### src/rtl/accel_pkg.sv
// Shared accelerator types and sizes used by the load path and its memories.
package accel_pkg;

  localparam int VECTOR_WIDTH    = 16;
  localparam int VEC_SLICE_DEPTH = 16;
  localparam int MAT_DEPTH       = 256;

  typedef enum logic [1:0] {
    IDLE = 2'd0,
    LOAD = 2'd1,
    DONE = 2'd2
  } load_state_t;

  typedef enum logic {
    TGT_VECTOR = 1'b0,
    TGT_MATRIX = 1'b1
  } load_target_t;

endpackage

### src/rtl/memory_load_controller_if.sv
// Command, beat-stream and memory-write bundle of the load controller.
interface memory_load_controller_if #(
  parameter int VECTOR_WIDTH = accel_pkg::VECTOR_WIDTH
);
  logic                    cmd_valid;
  logic                    cmd_ready;
  logic                    cmd_target;
  logic [1:0]              cmd_unit_id;
  logic [7:0]              cmd_base;
  logic [8:0]              cmd_count;
  logic                    cmd_error;
  logic                    s_valid;
  logic                    s_ready;
  logic [VECTOR_WIDTH-1:0] s_data;
  logic [5:0]              addr_a;
  logic                    we_a;
  logic [VECTOR_WIDTH-1:0] data_in_a;
  logic [7:0]              addr_b;
  logic                    we_b;
  logic [1:0]              data_in_b;
  logic                    done;

  modport slave (
    input  cmd_valid, cmd_target, cmd_unit_id, cmd_base, cmd_count,
    input  s_valid, s_data,
    output cmd_ready, cmd_error, s_ready,
    output addr_a, we_a, data_in_a, addr_b, we_b, data_in_b, done
  );

  modport master (
    output cmd_valid, cmd_target, cmd_unit_id, cmd_base, cmd_count,
    output s_valid, s_data,
    input  cmd_ready, cmd_error, s_ready,
    input  addr_a, we_a, data_in_a, addr_b, we_b, data_in_b, done
  );
endinterface

### src/rtl/memory_address_generator.sv
// Forms vector-slice and matrix addresses from unit/row/column indices.
module memory_address_generator (
  input  logic [1:0] unit_id,
  input  logic [3:0] vec_idx,
  input  logic [3:0] row,
  input  logic [3:0] col,
  output logic [5:0] vec_addr,
  output logic [7:0] mat_addr
);
  assign vec_addr = {unit_id, vec_idx};
  assign mat_addr = {row, col};
endmodule

### src/rtl/memory_load_controller.sv
// Turns a load command plus a beat stream into one registered write per beat
// on the vector (port A) or matrix (port B) memory.
module memory_load_controller
  import accel_pkg::*;
#(
  parameter int VECTOR_WIDTH = accel_pkg::VECTOR_WIDTH
) (
  input  logic                      clk,
  input  logic                      rst_n,
  memory_load_controller_if.slave   io
);

  load_state_t             state_q, state_d;
  load_target_t            tgt_q, tgt_d;
  logic [1:0]              unit_q, unit_d;
  logic [7:0]              idx_q, idx_d;
  logic [8:0]              remaining_q, remaining_d;
  logic [5:0]              addr_a_q, addr_a_d;
  logic                    we_a_q, we_a_d;
  logic [VECTOR_WIDTH-1:0] data_in_a_q, data_in_a_d;
  logic [7:0]              addr_b_q, addr_b_d;
  logic                    we_b_q, we_b_d;
  logic [1:0]              data_in_b_q, data_in_b_d;
  logic                    done_q, done_d;
  logic                    cmd_error_q, cmd_error_d;

  logic [5:0] vec_addr;
  logic [7:0] mat_addr;
  logic       cmd_legal;

  memory_address_generator u_addr_gen (
    .unit_id  (unit_q),
    .vec_idx  (idx_q[3:0]),
    .row      (idx_q[7:4]),
    .col      (idx_q[3:0]),
    .vec_addr (vec_addr),
    .mat_addr (mat_addr)
  );

  // Vector loads may not leave their 16-entry slice; matrix loads may cover it all.
  assign cmd_legal = (io.cmd_count != 9'd0) && (io.cmd_count <= 9'(MAT_DEPTH)) &&
                     !((io.cmd_target == TGT_VECTOR) && (io.cmd_count > 9'(VEC_SLICE_DEPTH)));

  always_comb begin
    // NOTE: every variable gets a default first so no path can infer a latch.
    state_d     = state_q;
    tgt_d       = tgt_q;
    unit_d      = unit_q;
    idx_d       = idx_q;
    remaining_d = remaining_q;
    addr_a_d    = addr_a_q;
    data_in_a_d = data_in_a_q;
    addr_b_d    = addr_b_q;
    data_in_b_d = data_in_b_q;
    we_a_d      = 1'b0;
    we_b_d      = 1'b0;
    done_d      = 1'b0;
    cmd_error_d = 1'b0;

    unique case (state_q)
      IDLE: begin
        if (io.cmd_valid) begin
          if (cmd_legal) begin
            tgt_d       = load_target_t'(io.cmd_target);
            unit_d      = io.cmd_unit_id;
            idx_d       = io.cmd_base;
            remaining_d = io.cmd_count;
            state_d     = LOAD;
          end else begin
            cmd_error_d = 1'b1;
          end
        end
      end
      LOAD: begin
        if (io.s_valid) begin
          if (tgt_q == TGT_VECTOR) begin
            we_a_d      = 1'b1;
            addr_a_d    = vec_addr;
            data_in_a_d = io.s_data;
            idx_d       = {idx_q[7:4], idx_q[3:0] + 4'd1};
          end else begin
            we_b_d      = 1'b1;
            addr_b_d    = mat_addr;
            data_in_b_d = io.s_data[1:0];
            idx_d       = idx_q + 8'd1;
          end
          remaining_d = remaining_q - 9'd1;
          if (remaining_q == 9'd1) begin
            state_d = DONE;
            done_d  = 1'b1;
          end
        end
      end
      DONE:    state_d = IDLE;
      default: state_d = IDLE;
    endcase
  end

  // NOTE: all state, including address/data holding registers, resets so
  // reset mid-load leaves no stale strobe, count or address behind.
  always_ff @(posedge clk or negedge rst_n) begin
    if (!rst_n) begin
      state_q     <= IDLE;
      tgt_q       <= TGT_VECTOR;
      unit_q      <= '0;
      idx_q       <= '0;
      remaining_q <= '0;
      addr_a_q    <= '0;
      we_a_q      <= 1'b0;
      data_in_a_q <= '0;
      addr_b_q    <= '0;
      we_b_q      <= 1'b0;
      data_in_b_q <= '0;
      done_q      <= 1'b0;
      cmd_error_q <= 1'b0;
    end else begin
      // NOTE: non-blocking assignments so every flop samples pre-edge values.
      state_q     <= state_d;
      tgt_q       <= tgt_d;
      unit_q      <= unit_d;
      idx_q       <= idx_d;
      remaining_q <= remaining_d;
      addr_a_q    <= addr_a_d;
      we_a_q      <= we_a_d;
      data_in_a_q <= data_in_a_d;
      addr_b_q    <= addr_b_d;
      we_b_q      <= we_b_d;
      data_in_b_q <= data_in_b_d;
      done_q      <= done_d;
      cmd_error_q <= cmd_error_d;
    end
  end

  assign io.cmd_ready = (state_q == IDLE);
  assign io.s_ready   = (state_q == LOAD);
  assign io.cmd_error = cmd_error_q;
  assign io.addr_a    = addr_a_q;
  assign io.we_a      = we_a_q;
  assign io.data_in_a = data_in_a_q;
  assign io.addr_b    = addr_b_q;
  assign io.we_b      = we_b_q;
  assign io.data_in_b = data_in_b_q;
  assign io.done      = done_q;

endmodule

### src/flat_wrapper.sv
// flat-port wrapper written by rule: the top's interface ports become plain ports
module memory_load_controller_flat import accel_pkg::*;
#(
  parameter int VECTOR_WIDTH = accel_pkg::VECTOR_WIDTH
)
  (clk, rst_n, io_cmd_valid, io_cmd_target, io_cmd_unit_id, io_cmd_base, io_cmd_count, io_s_valid, io_s_data, io_cmd_ready, io_cmd_error, io_s_ready, io_addr_a, io_we_a, io_data_in_a, io_addr_b, io_we_b, io_data_in_b, io_done);
  memory_load_controller_if #(.VECTOR_WIDTH(VECTOR_WIDTH)) io_i ();
  input  logic clk;
  input  logic rst_n;
  input wire logic [$bits(io_i.cmd_valid)-1:0] io_cmd_valid;
  input wire logic [$bits(io_i.cmd_target)-1:0] io_cmd_target;
  input wire logic [$bits(io_i.cmd_unit_id)-1:0] io_cmd_unit_id;
  input wire logic [$bits(io_i.cmd_base)-1:0] io_cmd_base;
  input wire logic [$bits(io_i.cmd_count)-1:0] io_cmd_count;
  input wire logic [$bits(io_i.s_valid)-1:0] io_s_valid;
  input wire logic [$bits(io_i.s_data)-1:0] io_s_data;
  output wire logic [$bits(io_i.cmd_ready)-1:0] io_cmd_ready;
  output wire logic [$bits(io_i.cmd_error)-1:0] io_cmd_error;
  output wire logic [$bits(io_i.s_ready)-1:0] io_s_ready;
  output wire logic [$bits(io_i.addr_a)-1:0] io_addr_a;
  output wire logic [$bits(io_i.we_a)-1:0] io_we_a;
  output wire logic [$bits(io_i.data_in_a)-1:0] io_data_in_a;
  output wire logic [$bits(io_i.addr_b)-1:0] io_addr_b;
  output wire logic [$bits(io_i.we_b)-1:0] io_we_b;
  output wire logic [$bits(io_i.data_in_b)-1:0] io_data_in_b;
  output wire logic [$bits(io_i.done)-1:0] io_done;
  assign io_i.cmd_valid = io_cmd_valid;
  assign io_i.cmd_target = io_cmd_target;
  assign io_i.cmd_unit_id = io_cmd_unit_id;
  assign io_i.cmd_base = io_cmd_base;
  assign io_i.cmd_count = io_cmd_count;
  assign io_i.s_valid = io_s_valid;
  assign io_i.s_data = io_s_data;
  assign io_cmd_ready = io_i.cmd_ready;
  assign io_cmd_error = io_i.cmd_error;
  assign io_s_ready = io_i.s_ready;
  assign io_addr_a = io_i.addr_a;
  assign io_we_a = io_i.we_a;
  assign io_data_in_a = io_i.data_in_a;
  assign io_addr_b = io_i.addr_b;
  assign io_we_b = io_i.we_b;
  assign io_data_in_b = io_i.data_in_b;
  assign io_done = io_i.done;
  memory_load_controller #(.VECTOR_WIDTH(VECTOR_WIDTH)) u_core (.clk(clk), .rst_n(rst_n), .io(io_i));
endmodule
### config.mk
export PLATFORM = sky130hd
export DESIGN_NAME = memory_load_controller_flat
export DESIGN_NICKNAME = d
export VERILOG_FILES = /design/src/rtl/accel_pkg.sv /design/src/rtl/memory_load_controller_if.sv /design/src/rtl/memory_address_generator.sv /design/src/rtl/memory_load_controller.sv /design/src/flat_wrapper.sv
export SDC_FILE = /design/constraint.sdc
export NUM_CORES = 1
export LEC_CHECK = 0
export CORE_MARGIN = 1.5
export CORE_UTILIZATION = 25
export CTS_BUF_LIST = sky130_fd_sc_hd__clkbuf_4
export DETAILED_ROUTE_END_ITERATION = 10
export SLEW_MARGIN = 20
export SYNTH_ARGS = -nofsm -noshare
export SYNTH_HDL_FRONTEND = slang
export SYNTH_SLANG_ARGS = --single-unit
### constraint.sdc
create_clock -name clk -period 2.7 [get_ports clk]
set_clock_uncertainty 0.2 [all_clocks]
set_input_delay 0.54 -clock clk [delete_from_list [all_inputs] [get_ports clk]]
set_output_delay 0.54 -clock clk [all_outputs]
set_load 0.05 [all_outputs]
## Word level (Yosys, flattened, before mapping)

Cells that the tools add are included.

- Logic and storage cells: 67
- Input port bits: 40
- Flip-flop bits (word level): 58

- Mux-type cells: 26
- Add/sub/neg operators: 3
- Reduce and logical (&&, ||, !) cells: 13
- Magnitude comparators: 2
- Bitwise logic cells: 2
- Eq/ne operators: 7

Operators with widths:

| cell | count |
|---|---|
| two-way mux 8 bit | 4 |
| two-way mux 9 bit | 3 |
| case mux 9 bit (2 select lines) | 1 |
| case mux 8 bit (2 select lines) | 1 |
| two-way mux 1 bit | 12 |
| equality test 9 x 1 -> 1 bit, second input constant | 1 |
| > comparator 9 x 5 -> 1 bit, second input constant | 1 |
| <= comparator 9 bit, second input constant | 1 |
| AND reduction 3 bit | 3 |
| nonzero test 9 bit | 1 |
| subtractor 9 x 1 -> 9 bit, second input constant | 1 |
| adder 8 x 1 -> 8 bit, second input constant | 1 |
| two-way mux 2 bit | 4 |
| AND reduction 4 bit | 2 |
| inequality test 2 x 1 -> 1 bit, second input constant | 3 |
| AND reduction 5 bit | 1 |
| adder 4 x 1 -> 4 bit, second input constant | 1 |
| inequality test 2 bit, second input constant | 2 |
| case mux 2 bit (2 select lines) | 1 |
| logical AND 1 bit | 3 |
| equality test 2 x 1 -> 1 bit, second input constant | 1 |
| zero test 2 bit | 1 |
| NOT 1 bit | 2 |
| nonzero test 2 bit | 1 |
| zero test 1 bit | 1 |

## Logic depth before layout (Yosys ltp)

Gate-level depths: netlist (run 1).

- Word-level depth: 7
- Gate-level depth with buffers: 7
- Gate-level depth less buffers: 6

## Hierarchy

From an unflattened synthesis (run 1), not the netlist that was laid out.

- Cell total of the unflattened synthesis: 254
- Area, all modules: 2,812.7 um^2

Modules (own cells, without submodules):

| module | cells an instance | sequential area each (um^2) | area an instance (um^2) | times used |
|---|---|---|---|---|
| memory_load_controller | 240 | 1,451.4 | 2,707.6 | 1 |
| memory_address_generator | 14 | 0.0 | 105.1 | 1 |

## Least setup slack after synthesis (run 1)

No wires, ideal clock.

- Path kind: input port to flip-flop
- Start point: in io_cmd_count[7]
- End point: reg u_core.tgt_q
- Slack: 0.419 ns
- Path buffers: 1
- Arrival: 1.953 ns
- Stages: 6
- Setup time: 0.127 ns
- Cell sequence: or4_1 > mux2i_1 > o21ai_2 > and2_1 > buf_2 > mux2_1

- Longest elaborated chain between the ends: 5
- Elaborated cells on any way between the ends: 8
- Those cells by class: order compare (2); reduce/logical (6)

Ends and longest elaborated chain:

| item | line | source |
|---|---|---|
| start: declaration | flat_wrapper.sv:14 | `input wire logic [$bits(io_i.cmd_count)-1:0] io_cmd_count;` |
| > comparator 9 x 5 -> 1 bit | memory_load_controller.sv:42 | `!((io.cmd_target == TGT_VECTOR) && (io.cmd_count > 9'(VEC_SLICE_DEPTH)));` |
| logical AND 1 bit | memory_load_controller.sv:42 |  |
| zero test 1 bit | memory_load_controller.sv:42 |  |
| logical AND 1 bit * | memory_load_controller.sv:41 | `assign cmd_legal = (io.cmd_count != 9'd0) && (io.cmd_count <= 9'(MAT_DEPTH)) &&` |
| AND reduction 3 bit (no line) * | n/a |  |
| end signal: assignment | memory_load_controller.sv:119 | `tgt_q <= tgt_d;` |
| end: declaration | memory_load_controller.sv:14 | `load_target_t tgt_q, tgt_d;` |

Mark *: on every way between the ends. The rest lies on a longest branch, timed or not.
A chain may end at the register's enable or synchronous reset.

## Worst setup path in the final report (run 1)

- Start point: reg u_core.state_q[1]
- End point: out io_s_ready

- Longest elaborated chain between the ends: 1

Ends and longest elaborated chain:

| item | line | source |
|---|---|---|
| start: declaration | memory_load_controller.sv:13 | `load_state_t state_q, state_d;` |
| start signal: assignment | memory_load_controller.sv:118 | `state_q <= state_d;` |
| equality test 2 x 1 -> 1 bit | memory_load_controller.sv:135 | `assign io.s_ready = (state_q == LOAD);` |
| end: declaration | flat_wrapper.sv:19 | `output wire logic [$bits(io_i.s_ready)-1:0] io_s_ready;` |

Every way passes these cells.

==> results by group, run 1 <==
Run status
  – Status: finished clean

Place
  – Port bufs: 77
  – Placed inst area: 0.00375 mm²
  – Placer Congestion: 0.824
  – Pre-CTS WS: -52.0 ps
  – Detailed Place HPWL: 4890 µm

Detailed routing
  – 1st-pass router iterations: 4
  – Initial detailed-routing violation count: 107
  – DRT Wirelength: 6920 µm
  – DRC: 0
  – Post-DR vias/cell: 4.71
  – Avg WL per Cell: 14.4 µm
  – DRT antenna net count: 0
  – Vias after detailed routing: 2,263

Floorplanning
  – Die X: 107 µm
  – I/O pins: 78
  – Die H: 107 µm
  – Initial Utilization: 25.9%
  – Die ar.: 0.0114 mm²
  – Num rows: 37
  – Core Area: 0.0104 mm²

Clock tree
  – Cell chosen for the clock root: clkbuf_4
  – CTS tree: done
  – Clock Path Buffers: 2
  – CTS Buf Count: 9
  – Clk slew on worst S/H paths: 100 ps
  – Setup bufs post-CTS: 0
  – Clk_lat worst skew: 390 ps
  – Clock Sinks: 58
  – H-tree depth: 3

Timing
  – RSZ-0062 raised after global routing: false
  – Fmax: 414 MHz
  – Slew HR: 64.9%
  – Final setup margin: 283 ps
  – Final Max Slew Viols: 0
  – Endpoints failing hold: 0
  – Fin crit period: 2420 ps
  – Fin crit share: 89.5%
  – Worst slew pin tran: 525 ps
  – Setup-failing EPs final: 0

Yosys
  – Post-synthesis mux area share: 15.0%
  – Async SR Flop Fraction: 100%
  – Xor/xnor share of the synthesized area: 0%
  – Number of flops mapped to enable cells by yosys: 0
  – Flops & latches, synth: 58
  – Unique masters post-synth: 38
  – Seq/Total Area, Yosys: 53.8%
  – Top post-synthesis cells by area: dfrtp_1 54%, mux2_2 14%, nand2_1 4.0%
  – Avg Cell Area, Syn: 11.2 µm²
  – Leading area contributor after synthesis: dfrtp_1
  – Synthesized cell area: 0.00270 mm²
  – Simple-Gate Fraction of Synth Area: 13.4%
  – Adder-cell share of the synthesized area: 1.39%
  – Most common cell in the synthesized netlist: dfrtp_1
  – Most frequent cells after synthesis: 58 x dfrtp_1, 34 x mux2_2, 29 x nand2_1
  – Warnings, synthesis: 0
  – Syn Inst Count: 241
  – Synth Flop Type: dfrtp_1
  – Largest family of logic cells by synthesized area: multiplexers
  – Compound-cell area share of the yosys netlist: 13.5%
  – Yosys top cell area share: 53.8%
  – Synth Net Count: 284

Pwr
  – Clk pwr share: 12.1%
  – Peak supply drop: 530 µV
  – Sequential Power Share: 32.0%
  – Int Pwr: 0.00265 W
  – NetSw: 0.00231 W
  – Static Leakage: 1.64 nW
  – Pwr dens: 1280 mW/mm²
  – Sw Share: 46.6%
  – Comb pwr share: 55.9%

Global route
  – Vias in the first global route: 2,275
  – Pin count of the biggest net entering global routing: 59
  – First-pass GRT wire length: 11,400 µm
  – Initial antenna violation count: 1
  – GRT Total Usage: 13.0%
  – Grt ovf: 0

Setup path
  – FF-to-FF End: u_core.io.data_in_a[13]
  – WP data arrival: 1680 ps
  – R2R cell count: 6
  – Crit path max fanout: 16
  – Critical Path RT: 1960 ps
  – Worst path slowest cell: dfrtp_1
  – Critical Path, Cell by Cell: nand2b_1 -> inv_2 -> buf_4 -> buf_12
  – Crit. End Element: primary output
  – Crit-path max cell delay: 440 ps
  – Crit start category: register
  – Critical path class: reg -> out
  – Reg-to-reg setup timing slack: 630 ps
  – RR Startpoint: u_core.state_q[1]

Worst hold path
  – Worst min path class: reg -> reg
  – Hold path start: u_core.io.addr_a[2]
  – Hold Path Stages: 1
  – WHS Endpoint: u_core.io.addr_a[2]

Cells and area
  – Area growth, synth to finish: 44.3%
  – Final instance area: 0.00389 mm²
  – Share of layout cells above drive strength 1: 25.4%
  – NumNets Final: 381

Flow run
  – Max-cap violation count: 0
flip-flops by register name, indices dropped and copies added, names as in the netlist:
| name | cells |
|---|---|
| u_core.idx_q | 8 |
| u_core.io.addr_a | 6 |
| u_core.io.addr_b | 8 |
| u_core.io.cmd_error | 1 |
| u_core.io.data_in_a | 16 |
| u_core.io.data_in_b | 2 |
| u_core.io.done | 1 |
| u_core.io.we_a | 1 |
| u_core.io.we_b | 1 |
| u_core.remaining_q | 9 |
| u_core.state_q | 2 |
| u_core.tgt_q | 1 |
| u_core.unit_q | 2 |
power by group through the flow:
stage,Combinational (W),Clock (W),Sequential (W)
final,0.00278,0.000601,0.00159
after CTS,0.00280,0.000629,0.00159
after global placement,0.00275,0,0.00159
after global routing,0.00295,0.000668,0.00165
after floorplan,0.000977,0,0.00245
after detailed placement,0.00280,0,0.00160
per-stage QoR:
| step | util (%) | setup TNS (ps) | hold WS [ps] | power (W) | instances |
|---|---|---|---|---|---|
| floorplan | - | 0 | 44.4 | 0.00342 | 241 |
| global placement | 36.0 | -158 | 289 | 0.00434 | 462 |
| detailed placement | 36.0 | -131 | 295 | 0.00440 | 462 |
| CTS | 37.3 | 0 | 316 | 0.00502 | 479 |
| global route | 37.4 | 0 | 329 | 0.00527 | 480 |
| finish | 37.4 | 0 | 312 | 0.00496 | 480 |
worst max-delay path: cells and delay by family (launching register included):
family / cells / cell delay, ps
buffers and inverters: 3 / 640
AND/OR/NAND/NOR: 1 / 190
flip-flops: 1 / 440
cells by family after synthesis:
| kind of cell | after synthesis |
|---|---|
| adders and majority gates | 3 |
| AOI/OAI and AO/OA | 53 |
| muxes | 36 |
| buffers and inverters | 16 |
| DFF | 58 |
| and+or+nand+nor | 75 |
metal layers:
| metal | wire (µm) | global-route usage [%] | part of all wire, % | up-vias |
|---|---|---|---|---|
| met1 | 3150 | 16.7 | 45 | 1121 |
| met2 | 3270 | 20.0 | 47 | 59 |
| met4 | 182 | 7.24 | 2.6 | 0 |
| li1 | - | - | - | 1071 |
| met3 | 317 | 3.28 | 4.6 | 12 |
| met5 | 0 | 0 | 0 | - |
placed cells by master (no fill, tap or decap), types with 4 or more instances in the layout:
master / instances
o22ai_1: 6
mux2_2: 34
dfrtp_1: 58
clkbuf_4: 9
nor2_1: 9
nand2_1: 29
nand2b_1: 7
clkdlybuf4s50_1: 74
nand4_1: 4
o21ai_0: 8
nand3_1: 9
a21oi_2: 10
a31oi_1: 14
a21oi_1: 6
buf_4: 19
nor3_1: 5
layout make-up:
cell class	instances	area [µm²]
antenna	1	2.50
clock buffer	9	67.6
clock inverter	7	60.1
fill	1061	6520
inverter	4	15.0
multi-input combinational	167	1170
sequential	58	1450
tap	136	170
timing repair buffer	98	958
repair_timing:
item                                   4_1_cts  5_1_grt
resized for setup                            0        0
hold buffers                                 1        0
endpoints found under the hold margin       58        0
worst max path at each step:
stage | from | cells past startpoint | to
floorplan | io_cmd_count[7] | 6 | u_core.tgt_q
global placement | io_cmd_count[7] | 7 | u_core.tgt_q
detailed placement | io_cmd_count[7] | 7 | u_core.tgt_q
CTS | u_core.state_q[1] | 4 | io_s_ready
global route | u_core.state_q[1] | 4 | io_s_ready
finish | u_core.state_q[1] | 4 | io_s_ready
Note: power is estimated with default switching activity, not from simulation.
==> inputs of run 2 (changes only) <==
--- a/config.mk
+++ b/config.mk
@@ -5,10 +5,12 @@
 export SDC_FILE = /design/constraint.sdc
 export NUM_CORES = 1
 export LEC_CHECK = 0
+export ABC_CLOCK_PERIOD_IN_PS = 2700
 export CORE_MARGIN = 1.5
-export CORE_UTILIZATION = 25
+export CORE_UTILIZATION = 49
 export CTS_BUF_LIST = sky130_fd_sc_hd__clkbuf_4
 export DETAILED_ROUTE_END_ITERATION = 10
+export PLACE_DENSITY = 0.82
 export SLEW_MARGIN = 20
 export SYNTH_ARGS = -nofsm -noshare
 export SYNTH_HDL_FRONTEND = slang
==> run 2 against run 1 <==
  * Sequential power about the same
  * Sequential share of layout area up 0.86 points
  * Cell area down 2.2%
  * Die area down 48%
  * Fmax down 3.4%
  * Wire length down 8.7%
  * Largest power group unchanged
  * Largest cell class unchanged
  * Clock power about the same
==> results by group, run 2 (same netlist as run 1, synthesis figures left out) <==
Run status
  – Status: finished clean

Cells and area
  – Diode count: 0 (-1)
  – Number of fillers in the final layout: 363 (-66%)
  – Layout Cells excl Fill: 410 (-15%)
  – Register Area: 0.00145 mm² (unchanged)
  – Area growth, synth to finish: 41.0%
  – Multi-input logic area: 0.00117 mm² (unchanged)
  – Most common cell after layout, fill and taps aside: clkdlybuf4s50_1
  – Commonest cells after routing, fill and taps aside: 75 x clkdlybuf4s50_1, 58 x dfrtp_1, 34 x mux2_2, 29 x nand2_1
  – Largest register FFs: 16 (unchanged)
  – Share of layout cells above drive strength 1: 24.4% (-0.95 points)
  – NumNets Final: 378 (-0.79%)
  – Final core utilization: 73.1% (+36 points)

Detailed routing
  – Initial detailed-routing violation count: 155 (+45%)
  – DRC: 0 (unchanged)
  – DRT antenna net count: 0 (unchanged)
  – Vias after detailed routing: 2,265 (+0.088%)
  – Avg WL per Cell: 15.4 µm (+6.9%)
  – 1st-pass router iterations: 4 (unchanged)
  – Post-DR vias/cell: 5.52 (+17%)
  – DRT Wirelength: 6320 µm (-8.7%)

Setup path
  – FF-to-FF End: u_core.io.data_in_b[0]
  – WP data arrival: 1760 ps (+80 ps)
  – Reg-to-reg setup timing slack: 780 ps (+150 ps)
  – RR Startpoint: u_core.state_q[0]
  – Crit start category: register
  – Crit path max fanout: 6 (-10)
  – Crit. End Element: primary output
  – Critical Path RT: 1960 ps (about the same)
  – Critical path class: reg -> out
  – R2R cell count: 7 (+1)

Clock tree
  – Post_cts resized: 0 (unchanged)
  – H-tree depth: 3 (unchanged)
  – Clk_lat worst skew: 400 ps (about the same)
  – Clock Path Buffers: 2 (unchanged)
  – Cell chosen for the clock root: clkbuf_4
  – Clk slew on worst S/H paths: 100 ps (about the same)
  – CTS tree: done
  – Clock Sinks: 58 (unchanged)
  – CTS Buf Count: 9 (unchanged)

Worst hold path
  – Worst min path class: reg -> reg
  – Hold Path Stages: 1 (unchanged)
  – WHS Endpoint: u_core.io.addr_a[4]
  – Hold path start: u_core.unit_q[0]

Place
  – Pre-CTS WS: 7.87 ps (+59.8 ps)
  – Placer Congestion: 0.845 (+2.6%)
  – Placed insts: 393 (-15%)
  – Port bufs: 77 (unchanged)
  – Detailed Place HPWL: 4500 µm (-8.1%)

Global route
  – Vias in the first global route: 2,170 (-4.6%)
  – First-pass GRT wire length: 10,500 µm (-7.6%)
  – Pin count of the biggest net entering global routing: 46 (-22%)
  – Initial antenna violation count: 0 (-1)
  – GRT Total Usage: 23.0% (+10 points)
  – Grt ovf: 0 (unchanged)

Timing
  – Final setup margin: 199 ps (-84.1 ps)
  – RSZ-0062 raised after global routing: false
  – Final Max Slew Viols: 0 (unchanged)
  – Setup-failing EPs final: 0 (unchanged)
  – Fin crit period: 2500 ps (+84.1 ps)
  – Endpoints failing hold: 0 (unchanged)
  – Slew HR: 63.2% (-1.7 points)
  – Fmax: 400 MHz (-3.4%)
  – Fin crit share: 92.6% (+3.1 points)
  – Worst slew pin tran: 550 ps (+25.0 ps)

Floorplanning
  – I/O pins: 78 (unchanged)
  – Core Area: 0.00520 mm² (-50%)
  – Die H: 77.2 µm (-28%)
  – Initial Utilization: 51.8% (+26 points)
  – Die ar.: 0.00596 mm² (-48%)
  – Die X: 77.2 µm (-28%)
  – Num rows: 26 (-30%)

Pwr
  – Peak supply drop: 734 µV (+39%)
  – Static Leakage: 1.62 nW (-0.96%)
  – Pwr dens: 1310 mW/mm² (+2.5%)

Flow run
  – Max-cap violation count: 0 (unchanged)
[run 2: final cells by class]
cell class                      count  share of cell area [%]
Clock buffer                       10                    1.97
Clock inverter                      6                    1.51
Inverter                            4                   0.395
Multi-Input combinational cell    167                    30.7
Sequential cell                    58                    38.1
Tap cell                           70                    2.30
Timing Repair Buffer               95                    25.0
[run 2: how the worst max path moves through the flow]
stage          depth (start not counted)      endpoint  slack, ps         startpoint
6_report                               2  io_cmd_ready        200  u_core.state_q[1]
5_1_grt                                2  io_cmd_ready        100  u_core.state_q[1]
4_1_cts                                2  io_cmd_ready        180  u_core.state_q[1]
3_5_place_dp                           7  u_core.tgt_q          8    io_cmd_count[7]
3_3_place_gp                           7  u_core.tgt_q         -4    io_cmd_count[7]
2_1_floorplan                          6  u_core.tgt_q        420    io_cmd_count[7]
[run 2: repair_timing]
action | CTS | global route
hold endpoints to repair | 13 | 0
setup buffers | 0 | 0
hold buffers | 1 | 0
[run 2: per-stage QoR]
| stage | area (µm²) | setup TNS, ps | hold WS, ps | total power [W] |
|---|---|---|---|---|
| floorplan | 2700 | 0 | 44.4 | 0.00342 |
| global placement | 3660 | -3.69 | 270 | 0.00431 |
| detailed placement | 3660 | 0 | 265 | 0.00439 |
| CTS | 3800 | 0 | 316 | 0.00500 |
| global route | 3800 | 0 | 334 | 0.00525 |
| finish | 3800 | 0 | 310 | 0.00497 |
[run 2: where the power goes]
group          total [W]  internal [W]  leakage (nW)  switching, W
combinational    0.00278       0.00111         0.872       0.00168
clock           0.000603      0.000285        0.0675      0.000318
sequential       0.00159       0.00128         0.681      0.000308
total            0.00497       0.00267          1.62       0.00230
[run 2: worst max-delay path: stages, from the launching register on]
cell	delay [ps]
dfrtp_1	430
nor2_1	130
clkdlybuf4s50_1	810
[run 2: routing by layer]
metal | track usage, % | routed length (µm)
met1 | 30.1 | 2750
met2 | 36.9 | 3150
met3 | 3.81 | 257
met4 | 11.5 | 167
met5 | 0 | 0
==> inputs of run 3 (changes only) <==
--- a/config.mk
+++ b/config.mk
@@ -6,11 +6,10 @@
 export NUM_CORES = 1
 export LEC_CHECK = 0
 export ABC_CLOCK_PERIOD_IN_PS = 2700
-export CORE_MARGIN = 1.5
-export CORE_UTILIZATION = 49
-export CTS_BUF_LIST = sky130_fd_sc_hd__clkbuf_4
+export CORE_ASPECT_RATIO = 2
+export CORE_UTILIZATION = 47
 export DETAILED_ROUTE_END_ITERATION = 10
-export PLACE_DENSITY = 0.82
+export PLACE_DENSITY = 0.79
 export SLEW_MARGIN = 20
 export SYNTH_ARGS = -nofsm -noshare
 export SYNTH_HDL_FRONTEND = slang
==> run 3 against run 2 <==
  * Sequential power hardly changed
  * Power is 5.9% higher
  * Global-route usage is 0.74 points higher
  * Sequential cell count stayed put
  * Register-to-register slack better by 50 ps
  * Non-clock buffer count is 3 higher
  * Clock power is 47% higher
  * Highest routed layer unchanged
  * Wire length is 4.4% higher
==> results by group, run 3 (same netlist as run 1, synthesis figures left out) <==
Detailed routing
  – Avg WL per Cell: 16.4 µm (+6.5%)
  – DRT antenna net count: 0 (unchanged)
  – 1st-pass router iterations: 4 (unchanged)
  – Initial detailed-routing violation count: 97 (-37%)
  – Post-DR vias/cell: 5.67 (+2.7%)
  – DRT Wirelength: 6600 µm (+4.4%)
  – DRC: 0 (unchanged)
  – Vias after detailed routing: 2,281 (+0.71%)

Setup path
  – Crit. End Element: register
  – Crit start category: input pin
  – Crit path max fanout: 7 (+1)
  – Critical Path RT: 2760 ps (+800 ps)
  – WP data arrival: 2510 ps (+750 ps)
  – Critical path class: in -> reg

Place
  – Placer Congestion: 0.819 (-3.1%)
  – Placed insts: 387 (-1.5%)
  – Placed inst area: 0.00367 mm² (+0.14%)
  – Port bufs: 77 (unchanged)
  – Pre-CTS WS: -75.4 ps (-83.3 ps)
  – Detailed Place HPWL: 4810 µm (+7.0%)

Floorplanning
  – Initial Utilization: 49.3% (-2.5 points)
  – Die H: 109 µm (+41%)
  – Die ar.: 0.00606 mm² (+1.8%)
  – I/O pins: 78 (unchanged)
  – Die X: 55.6 µm (-28%)
  – Num rows: 38 (+46%)
  – Core Area: 0.00547 mm² (+5.0%)

Cells and area
  – Diode count: 0 (unchanged)
  – Layout Cells excl Fill: 402 (-2.0%)
  – Final instance area: 0.00389 mm² (+2.1%)
  – Largest register FFs: 16 (unchanged)
  – Area growth, synth to finish: 44.1%
  – NumNets Final: 381 (+0.79%)
  – Most common cell after layout, fill and taps aside: clkdlybuf4s50_1
  – Share of layout cells above drive strength 1: 25.1% (+0.73 points)
  – Commonest cells after routing, fill and taps aside: 75 x clkdlybuf4s50_1, 58 x dfrtp_1, 34 x mux2_2, 29 x nand2_1, 19 x buf_4

Timing
  – RSZ-0062 raised after global routing: false
  – Worst slew pin tran: 610 ps (+60.4 ps)
  – Hold Slack: 10.7 ps (-300 ps)
  – Setup-failing EPs final: 0 (unchanged)
  – Fin crit period: 2450 ps (-51.3 ps)
  – Final Max Slew Viols: 0 (unchanged)
  – Endpoints failing hold: 0 (unchanged)
  – Fin crit share: 90.7% (-1.9 points)
  – Slew HR: 59.3% (-3.9 points)
  – Final setup margin: 250 ps (+51.3 ps)
  – Fmax: 408 MHz (+2.1%)

Flow run
  – Max-cap violation count: 0 (unchanged)

Clock tree
  – Clock Path Buffers: 2 (unchanged)
  – CTS tree: done
  – Hold buffers post-CTS: 0 (-1)
  – Clock Sinks: 58 (unchanged)
  – CTS Buf Count: 9 (unchanged)
  – Setup bufs post-CTS: 0 (unchanged)
  – Clk slew on worst S/H paths: 60 ps (-40 ps)
  – H-tree depth: 3 (unchanged)
  – Cell chosen for the clock root: clkbuf_8
  – Post_cts resized: 0 (unchanged)
  – Clk_lat worst skew: 330 ps (-70 ps)

Pwr
  – Total power: 0.00526 W (+5.9%)
  – Pwr dens: 1350 mW/mm² (+3.6%)
  – Static Leakage: 1.67 nW (+3.3%)
  – Peak supply drop: 1200 µV (+64%)

Run status
  – Status: finished clean

Global route
  – First-pass GRT wire length: 10,900 µm (+3.3%)
  – Pin count of the biggest net entering global routing: 28 (-39%)
  – Vias in the first global route: 2,286 (+5.3%)
  – Initial antenna violation count: 0 (unchanged)
  – Grt ovf: 0 (unchanged)
  – GRT Total Usage: 23.7% (+0.74 points)

Worst hold path
  – Worst min path class: in -> async
run 3: worst paths after layout:
| check | from | to | slack (ps) | depth (start not counted) |
|---|---|---|---|---|
| hold reg to reg | u_core.unit_q[0] | u_core.io.addr_a[4] | 300 | 1 |
| setup / recovery | io_cmd_count[6] | u_core.idx_q[1] | 250 | 7 |
| min in group clk | u_core.unit_q[0] | u_core.io.addr_a[4] | 300 | 1 |
| max in group asynchronous | rst_n | u_core.io.data_in_a[13] | 1740 | 2 |
| setup reg to reg | u_core.state_q[0] | u_core.idx_q[1] | 830 | 6 |
| hold / removal | rst_n | u_core.io.we_b | 10 | 1 |
run 3: report_power, final:
part           total, W  internal (W)  switching (W)  leakage, nW
Combinational   0.00278       0.00111        0.00168        0.883
Clock          0.000885      0.000566       0.000319        0.110
Sequential      0.00160       0.00128       0.000315        0.681
run 3: critical path: stages:
cell	delay, ps
clkdlybuf4s50_1	420
or4_1	570
mux2i_1	280
o211ai_2	120
and2_1	250
buf_4	200
a31oi_1	130
run 3: area by class of cell:
type,count,area [µm²]
fill,402,1580
sequential,58,1450
multi-input combinational,167,1170
timing repair buffer,98,958
clock buffer,13,159
tap,60,75.1
clock inverter,2,60.1
inverter,4,15.0
run 3: through the flow:
stage	utilization [%]	setup TNS, ps
floorplan	-	0
global placement	67.1	-105
detailed placement	67.1	-766
CTS	71.1	0
global route	71.1	0
finish	71.1	0
run 3: metal layers:
metal / global-route usage [%] / part of all wire (%) / routed length [µm]
met1: 25.8 / 36 / 2400
met3: 4.98 / 4.5 / 295
met5: 0 / 0 / 0
met2: 42.0 / 56 / 3720
met4: 14.1 / 2.8 / 182
